**config.mk**
```make
export PLATFORM = sky130hd
export DESIGN_NAME = data_cache_controller
export DESIGN_NICKNAME = d
export VERILOG_FILES = /design/src/rtl/data_cache_controller.sv
export SDC_FILE = /design/constraint.sdc
export NUM_CORES = 1
export LEC_CHECK = 0
export ABC_AREA = 1
export CAP_MARGIN = 10
export CORE_UTILIZATION = 45
export CTS_BUF_LIST = sky130_fd_sc_hd__clkbuf_16
export DETAILED_ROUTE_END_ITERATION = 7
export GPL_TIMING_DRIVEN = 1
export PLACE_DENSITY = 0.77
export SYNTH_ARGS = -nofsm -noshare
export SYNTH_HDL_FRONTEND = slang
export SYNTH_SLANG_ARGS = --single-unit
```
**constraint.sdc**
```tcl
create_clock -name clk -period 2.2 [get_ports clk]
set_clock_uncertainty 0.2 [all_clocks]
set_input_delay 0.44 -clock clk [delete_from_list [all_inputs] [get_ports clk]]
set_output_delay 0.44 -clock clk [all_outputs]
set_load 0.1 [all_outputs]
```
**src/rtl/data_cache_controller.sv**
```systemverilog
// Direct-mapped, write-through, no-write-allocate data cache sequencer.
// Owns the valid/tag arrays, the miss/refill FSM and the read hit/miss counters.
module data_cache_controller #(
    parameter int unsigned ADDR_W   = 10,
    parameter int unsigned INDEX_W  = 3,
    parameter int unsigned OFFSET_W = 2,
    parameter int unsigned CNT_W    = 16
) (
    input  logic                clk,
    input  logic                rst,
    input  logic                mem_read,
    input  logic                mem_write,
    input  logic [ADDR_W-1:0]   word_address,
    output logic                stall,
    output logic [INDEX_W-1:0]  cache_index,
    output logic [OFFSET_W-1:0] cache_offset,
    output logic                cache_we,
    output logic                cache_fill,
    output logic                dm_req,
    output logic                dm_we,
    output logic [ADDR_W-1:0]   dm_address,
    input  logic                dm_ready,
    output logic [CNT_W-1:0]    hit_count,
    output logic [CNT_W-1:0]    miss_count
);

    localparam int unsigned TAG_W = ADDR_W - INDEX_W - OFFSET_W;
    localparam int unsigned LINES = 1 << INDEX_W;

    typedef enum logic [1:0] {
        IDLE,
        WRITE_MEM,
        REFILL,
        DONE
    } state_t;

    state_t state_q, state_d;

    logic [LINES-1:0]   valid_q;
    logic [TAG_W-1:0]   tag_q [LINES];
    logic [CNT_W-1:0]   hit_cnt_q, miss_cnt_q;

    logic [INDEX_W-1:0]  addr_index;
    logic [OFFSET_W-1:0] addr_offset;
    logic [TAG_W-1:0]    addr_tag;
    logic                hit;

    logic                stall_c, cache_we_c, cache_fill_c, dm_req_c, dm_we_c;
    logic [ADDR_W-1:0]   dm_address_c;
    logic                hit_inc_c, miss_inc_c;

    assign addr_offset = word_address[OFFSET_W-1:0];
    assign addr_index  = word_address[OFFSET_W+INDEX_W-1:OFFSET_W];
    assign addr_tag    = word_address[ADDR_W-1:OFFSET_W+INDEX_W];
    assign hit         = valid_q[addr_index] && (tag_q[addr_index] == addr_tag);

    // Next-state and per-state outputs; IDLE outputs are Mealy on request/hit.
    always_comb begin
        state_d      = state_q;
        stall_c      = 1'b0;
        cache_we_c   = 1'b0;
        cache_fill_c = 1'b0;
        dm_req_c     = 1'b0;
        dm_we_c      = 1'b0;
        dm_address_c = '0;
        hit_inc_c    = 1'b0;
        miss_inc_c   = 1'b0;
        case (state_q)
            IDLE: begin
                if (mem_write) begin
                    stall_c    = 1'b1;
                    cache_we_c = hit;
                    state_d    = WRITE_MEM;
                end else if (mem_read) begin
                    if (hit) begin
                        hit_inc_c = 1'b1;
                    end else begin
                        stall_c    = 1'b1;
                        miss_inc_c = 1'b1;
                        state_d    = REFILL;
                    end
                end
            end
            WRITE_MEM: begin
                stall_c      = 1'b1;
                dm_req_c     = 1'b1;
                dm_we_c      = 1'b1;
                dm_address_c = word_address;
                if (dm_ready) state_d = DONE;
            end
            REFILL: begin
                stall_c      = 1'b1;
                dm_req_c     = 1'b1;
                dm_address_c = {addr_tag, addr_index, OFFSET_W'(0)};
                if (dm_ready) begin
                    cache_fill_c = 1'b1;
                    state_d      = DONE;
                end
            end
            DONE: begin
                state_d = IDLE;
            end
            default: state_d = IDLE;
        endcase
    end

    // All outputs are forced low while reset is asserted.
    assign stall        = stall_c & ~rst;
    assign cache_we     = cache_we_c & ~rst;
    assign cache_fill   = cache_fill_c & ~rst;
    assign dm_req       = dm_req_c & ~rst;
    assign dm_we        = dm_we_c & ~rst;
    assign dm_address   = rst ? '0 : dm_address_c;
    assign cache_index  = rst ? '0 : addr_index;
    assign cache_offset = rst ? '0 : addr_offset;
    assign hit_count    = rst ? '0 : hit_cnt_q;
    assign miss_count   = rst ? '0 : miss_cnt_q;

    // State register, valid bits and saturating performance counters.
    always_ff @(posedge clk) begin
        if (rst) begin
            state_q    <= IDLE;
            valid_q    <= '0;
            hit_cnt_q  <= '0;
            miss_cnt_q <= '0;
        end else begin
            state_q <= state_d;
            if (cache_fill_c) valid_q[addr_index] <= 1'b1;
            if (hit_inc_c && (hit_cnt_q != '1))   hit_cnt_q  <= hit_cnt_q + CNT_W'(1);
            if (miss_inc_c && (miss_cnt_q != '1)) miss_cnt_q <= miss_cnt_q + CNT_W'(1);
        end
    end

    // Tag array has no reset; the valid bits qualify it.
    always_ff @(posedge clk) begin
        if (cache_fill) tag_q[addr_index] <= addr_tag;
    end

endmodule

```
**Word level (Yosys, flattened, before mapping)**

Memory sizes are Yosys's and may differ from the RTL's.
Index checks and enable logic that the tools add are counted.

- Output and inout bits: 52
- Bits in registers: 42
- Input port bits: 15
- Memories: 1
- Memory bits (writable): 40
- Word-level logic and storage cells: 65

Memory list:

| name | depth | width | read ports | clocked after Yosys merged registers in | write ports | RTL line | source |
|---|---|---|---|---|---|---|---|
| tag_q | 8 | 5 | 1 | 0 | 1 | 40 | `logic [TAG_W-1:0] tag_q [LINES];` |

- $lt $le $gt $ge: 2
- Bitwise logic cells: 7
- Reductions and logical operators: 7
- Mux-type cells: 33
- Eq/ne operators: 9
- Add/sub/neg operators: 2

Operators by type and width:

| cell | number |
|---|---|
| adder 16 x 1 -> 16 bit (second input constant) | 2 |
| 2-to-1 mux 16 bit | 2 |
| != test 16 bit (second input constant) | 2 |
| case mux 10 bit (2 select lines) | 1 |
| 2-to-1 mux 1 bit | 19 |
| 2-to-1 mux 10 bit | 1 |
| 2-to-1 mux 2 bit | 5 |
| bitwise OR 8 bit | 1 |
| != test 3 bit (second input constant) | 2 |
| case mux 2 bit (3 select lines) | 1 |
| bitwise AND 1 bit | 5 |
| equality test 5 bit | 1 |
| equality test 2 bit (second input constant) | 2 |
| logical AND 1 bit | 4 |
| < comparator 3 x 4 -> 1 bit (second input constant) | 1 |
| binary-select mux 1 bit (select 3 bit) | 1 |
| demux 1 bit (select 3 bit) | 1 |
| >= comparator 3 x 1 -> 1 bit (second input constant) | 1 |
| 2-to-1 mux 3 bit | 1 |
| AND reduction 3 bit | 1 |
| equality test 2 x 1 -> 1 bit (second input constant) | 1 |
| logical NOT 2 bit | 1 |
| != test 2 x 1 -> 1 bit (second input constant) | 1 |
| case mux 1 bit (2 select lines) | 1 |
| 2 further kinds | 2 |

**Longest topological paths before layout**

- Word-level depth: 8
- Mapped depth: 16
- Depth with buffers taken out: 15

**Worst setup path before layout**

No wires, ideal clock.

- Path kind: register -> output
- Start: register state_q[0]
- End: output port dm_address[5]
- Slack: -2,888 ps
- Cell stages (with the launch flop): 7
- Path buffers: 0
- Arrival time: 4,448 ps
- Path through: dfxtp_1 inv_1 ha_1 inv_1 nor2_1 inv_1 nor3_1

- Cells in the longest elaborated chain, start to end: 3
- Elaborated cells on any way between the ends: 4

Ends and longest elaborated chain:

| what | RTL line | source |
|---|---|---|
| start: declaration | 37 | `state_t state_q, state_d;` |
| start signal: assignment | 127 | `state_q <= state_d;` |
| equality test 2 bit or equality test 2 x 1 -> 1 bit (tied branches) | 68 | `case (state_q)` |
| case mux 10 bit (2 select lines) * | 68 |  |
| 2-to-1 mux 10 bit * | 113 | `assign dm_address = rst ? '0 : dm_address_c;` |
| end: declaration | 21 | `output logic [ADDR_W-1:0] dm_address,` |

Every way passes the cells marked *; elsewhere a longest branch is shown, timed or not.

**Final worst setup path**

- Start: input port word_address[2]
- End: output port cache_we

- Cells in the longest elaborated chain, start to end: 6
- Elaborated cells on any way between the ends: 8

Ends and longest elaborated chain:

| what | RTL line | source |
|---|---|---|
| start: declaration | 13 | `input logic [ADDR_W-1:0] word_address,` |
| memory read (8 x 5 bit) or binary-select mux 1 bit (select 3 bit) (tied branches) | - |  |
| equality test 5 bit or 2-to-1 mux 1 bit (tied branches) | 55 | `assign hit = valid_q[addr_index] && (tag_q[addr_index] == addr_tag);` |
| logical AND 1 bit * | 55 |  |
| 2-to-1 mux 1 bit * | 70 | `if (mem_write) begin` |
| 2-to-1 mux 1 bit * | 68 |  |
| bitwise AND 1 bit * | 109 | `assign cache_we = cache_we_c & ~rst;` |
| end: declaration | 17 | `output logic cache_we,` |

Every way passes the cells marked *; elsewhere a longest branch is shown, timed or not. The select of a mux whose other input is x is not followed.

==> flow_summary_export.csv <==
group,metric,value,unit
logic_synthesis,syn_nets,638,
floorplanning,ioPinCount,67,
cells_and_area,antennaDiodeCount,0,
power,clkPwrFrac,28.0,%
placed_design,dp.final_hpwl,9180,um
timing,fmax,360,MHz
floorplanning,die_w,102,um
worst_setup_path,r2r_start,"tag_q[1][4]$_DFFE_PP_",
power,p_switching,0.00219,W
global_routing,grtUsageTotal,27.9,%
min_path,hold_start,"valid_q[5]$_SDFFE_PP0P_",
worst_setup_path,crit_chain,"buf_8, buf_12, buf_4, nand2_1, nand3_1, nand2_1, nor2_1, nand2_1, nand2_2, nor2_4, nand3_4, buf_6, nor3_4, buf_12",
drt,routed_wl,15800,um
worst_setup_path,cp_slowest_cell,"buf_12",
logic_synthesis,yosysMostFrequentCell,"nand2_1",
logic_synthesis,ys_seq_area_share,45.2,%
global_routing,overflow,0,
clocking,insertion_delay,350,ps
drt,ant_nets,0,
clocking,clockRootBuffer,"clkbuf_16",
floorplanning,start_util,46.2,%
logic_synthesis,synth.avg_cell_area,7.33,sq um
clocking,clkTransAtPathRegs,60,ps
logic_synthesis,ys_ff_latch,82,
power,netSwitchingFraction,38.5,%
floorplanning,die_h,102,um
job,max_cap_viol_count,0,
logic_synthesis,synth_area_leaders,"edfxtp_1 (27%), dfxtp_1 (19%), nand2_1 (13%)",
drt,wl_met1,5830,um
clocking,cts_tree,"done",
power,p_leak,3.00,nW
logic_synthesis,postSynthCellCount,617,
worst_setup_path,arrival,2140,ps
placed_design,portBuffers,66,
drt,topRoutingLayerUsed,"met4",
timing,timing.final.ws_setup,-578,ps
clocking,cts_buffers,9,
clocking,cts_max_path_buffers,2,
cells_and_area,final_nets,772,
cells_and_area,final_cell_area,7690,sq um
floorplanning,die-area,10500,sq um
global_routing,antenna_found_initial,0,
floorplanning,core,9770,sq um
worst_setup_path,cp_max_fo,8,
timing,hold_viol_final,0,
worst_setup_path,crit_top_cell,"nand2_1",
global_routing,grt_pass1_vias,4548,
worst_setup_path,cp-end-kind,"primary output",
logic_synthesis,synth_cell_type_count,31,
timing,hold_ws,275,ps
global_routing,grt_max_degree,22,
worst_setup_path,required,1560,ps
drt,wl_per_cell,17.7,um
worst_setup_path,crit_family,"simple AND/OR/NAND/NOR gates",
worst_setup_path,crit_start,"word_address[2]",
logic_synthesis,yosys_warnings,0,
clocking,cts_sinks,82,
drt,num_vias,4872,
logic_synthesis,synth_top_area_share,26.6,%
timing,min_period_over_period,126,%
power,p_seq_share,29.7,%
timing,finalMaxSlewViolations,0,
placed_design,dp_cells,844,
logic_synthesis,yosys-top-cells-count,"nand2_1 (152), inv_1 (103), nor2_1 (82)",
drt,dr.pass1.iters,6,
power,combPwrFrac,42.3,%
placed_design,postPlaceCellArea,6700,sq um
cells_and_area,syn_to_final_growth,70.2,%
drt,drt-vias-per-instance,5.48,
cells_and_area,finalNonFillerCells,889,
floorplanning,rows,36,
worst_setup_path,path_class,"input port to primary output",
outcome,violations,"setup timing",
drt,drc,0,
logic_synthesis,synth_edf_count,40,
worst_setup_path,crit_buf_inv,5,
logic_synthesis,synthesis.area,4520,sq um
drt,routed-wl-met3,1260,um
timing,finalSetupViolations,37,
power,p_int,0.00349,W
worst_setup_path,max_stage_delay,200,ps
worst_setup_path,start_kind,"input port",
drt,drt_iter0_drc,450,
outcome,outcome,"finished with violations",
logic_synthesis,async_flop_share,0,%
logic_synthesis,ys.flop_type,"dfxtp_1",
timing,period_minus_slack,2780,ps
timing,slew_headroom,69.0,%
drt,dr_wl_met2,8080,um
timing,rsz0062_at_grt,"yes",
placed_design,gp_congestion,0.929,
global_routing,grt_pass1_wl,22000,um
power,powerDensity,737,nW/um^2
cells_and_area,final_core_util,78.7,%
timing,worstMarginPinSlew,465,ps
clocking,htreeDepth,3,
logic_synthesis,synth_top_area_cell,"edfxtp_1",
cells_and_area,drive_gt1_share,38.0,%
min_path,hold_path.class,"register to register",
power,vdd.ir_drop.worst,0.000879,V
[worst paths after layout]
| check | to | slack (ps) | cells after the start |
|---|---|---|---|
| worst max-delay path | cache_we | -580 | 14 |
| worst min-delay path | valid_q[5]$_SDFFE_PP0P_ | 270 | 2 |
| worst max register to register | miss_cnt_q[10]$_SDFFE_PP0P_ | -150 | 16 |
| worst min register to register | valid_q[5]$_SDFFE_PP0P_ | 270 | 2 |
[flip-flops by register name (all words and copies together), names as in the netlist]
name,flops
tag_q,40
hit_cnt_q,16
miss_cnt_q,16
valid_q,8
state_q,2
[power by group through the flow]
stage	Combinational [W]	Sequential [W]	Clock [W]
floorplan	0.00126	0.00170	0
global placement	0.00181	0.00170	0
detailed placement	0.00185	0.00170	0
CTS	0.00203	0.00167	0.00158
global route	0.00251	0.00169	0.00164
finish	0.00240	0.00169	0.00159
[metrics by stage]
stage | power, W | setup TNS, ps | worst slack (ps)
2_1_floorplan | 0.00297 | -5270 | -911
3_3_place_gp | 0.00351 | -21920 | -843
3_5_place_dp | 0.00355 | -24650 | -886
4_1_cts | 0.00528 | -2420 | -382
5_1_grt | 0.00583 | -9570 | -673
6_report | 0.00567 | -5790 | -578
[per-layer routing]
| metal | global-route usage, % | up-vias |
|---|---|---|
| met5 | 0 | - |
| met4 | 13.4 | 0 |
| met3 | 5.34 | 67 |
| met2 | 48.4 | 288 |
| met1 | 33.3 | 2286 |
| li1 | - | 2231 |
[timing repair]
action,CTS,global route
pin swaps,38,36
hold buffers,0,0
endpoints found under the setup margin,45,34
resized for setup,71,56
cloned,2,4
buffers inserted,13,12
[logic make-up (layout without fill, tap and decap cells)]
family | Yosys count | after routing | share of synthesized area (%)
DFF | 82 | 82 | 45.2
buffers and inverters | 126 | 265 | 11.0
adders and majority gates | 6 | 6 | 1.66
and+or+nand+nor | 329 | 329 | 31.7
xor gates and xnor gates | 22 | 22 | 4.26
AOI/OAI and AO/OA | 52 | 52 | 6.20
[cell type report]
type	count	area [sq um]
multi-input combinational	409	2720
timing repair inverter	2	17.5
clock buffer	9	225
sequential	82	2050
tap	133	166
timing repair buffer	141	1990
fill	561	2080
clock inverter	7	83.8
inverter	106	448
[cell usage in the layout (no fill, tap or decap), drive strengths merged]
cell,n
nand4,5
clkinvlp,3
ha,6
a21oi,28
o21ai,15
o22ai,3
inv,108
nor3,22
clkinv,3
clkdlybuf4s50,8
nor2,87
clkbuf,11
dlygate4sd2,2
o211ai,3
o21a,1
nor4,5
nand2,153
bufinv,1
nand3b,14
edfxtp,40
or2,1
buf,129
dfxtp,42
a41oi,1
nand3,42
xor2,22
o21bai,1
[tightest hold or removal path, cell delays in order, from the launching register on]
cell     delay (ps)
dfxtp_1         330
nand2_1          50
o21ai_0          60
No activity file was read; power rests on OpenSTA's default activity.
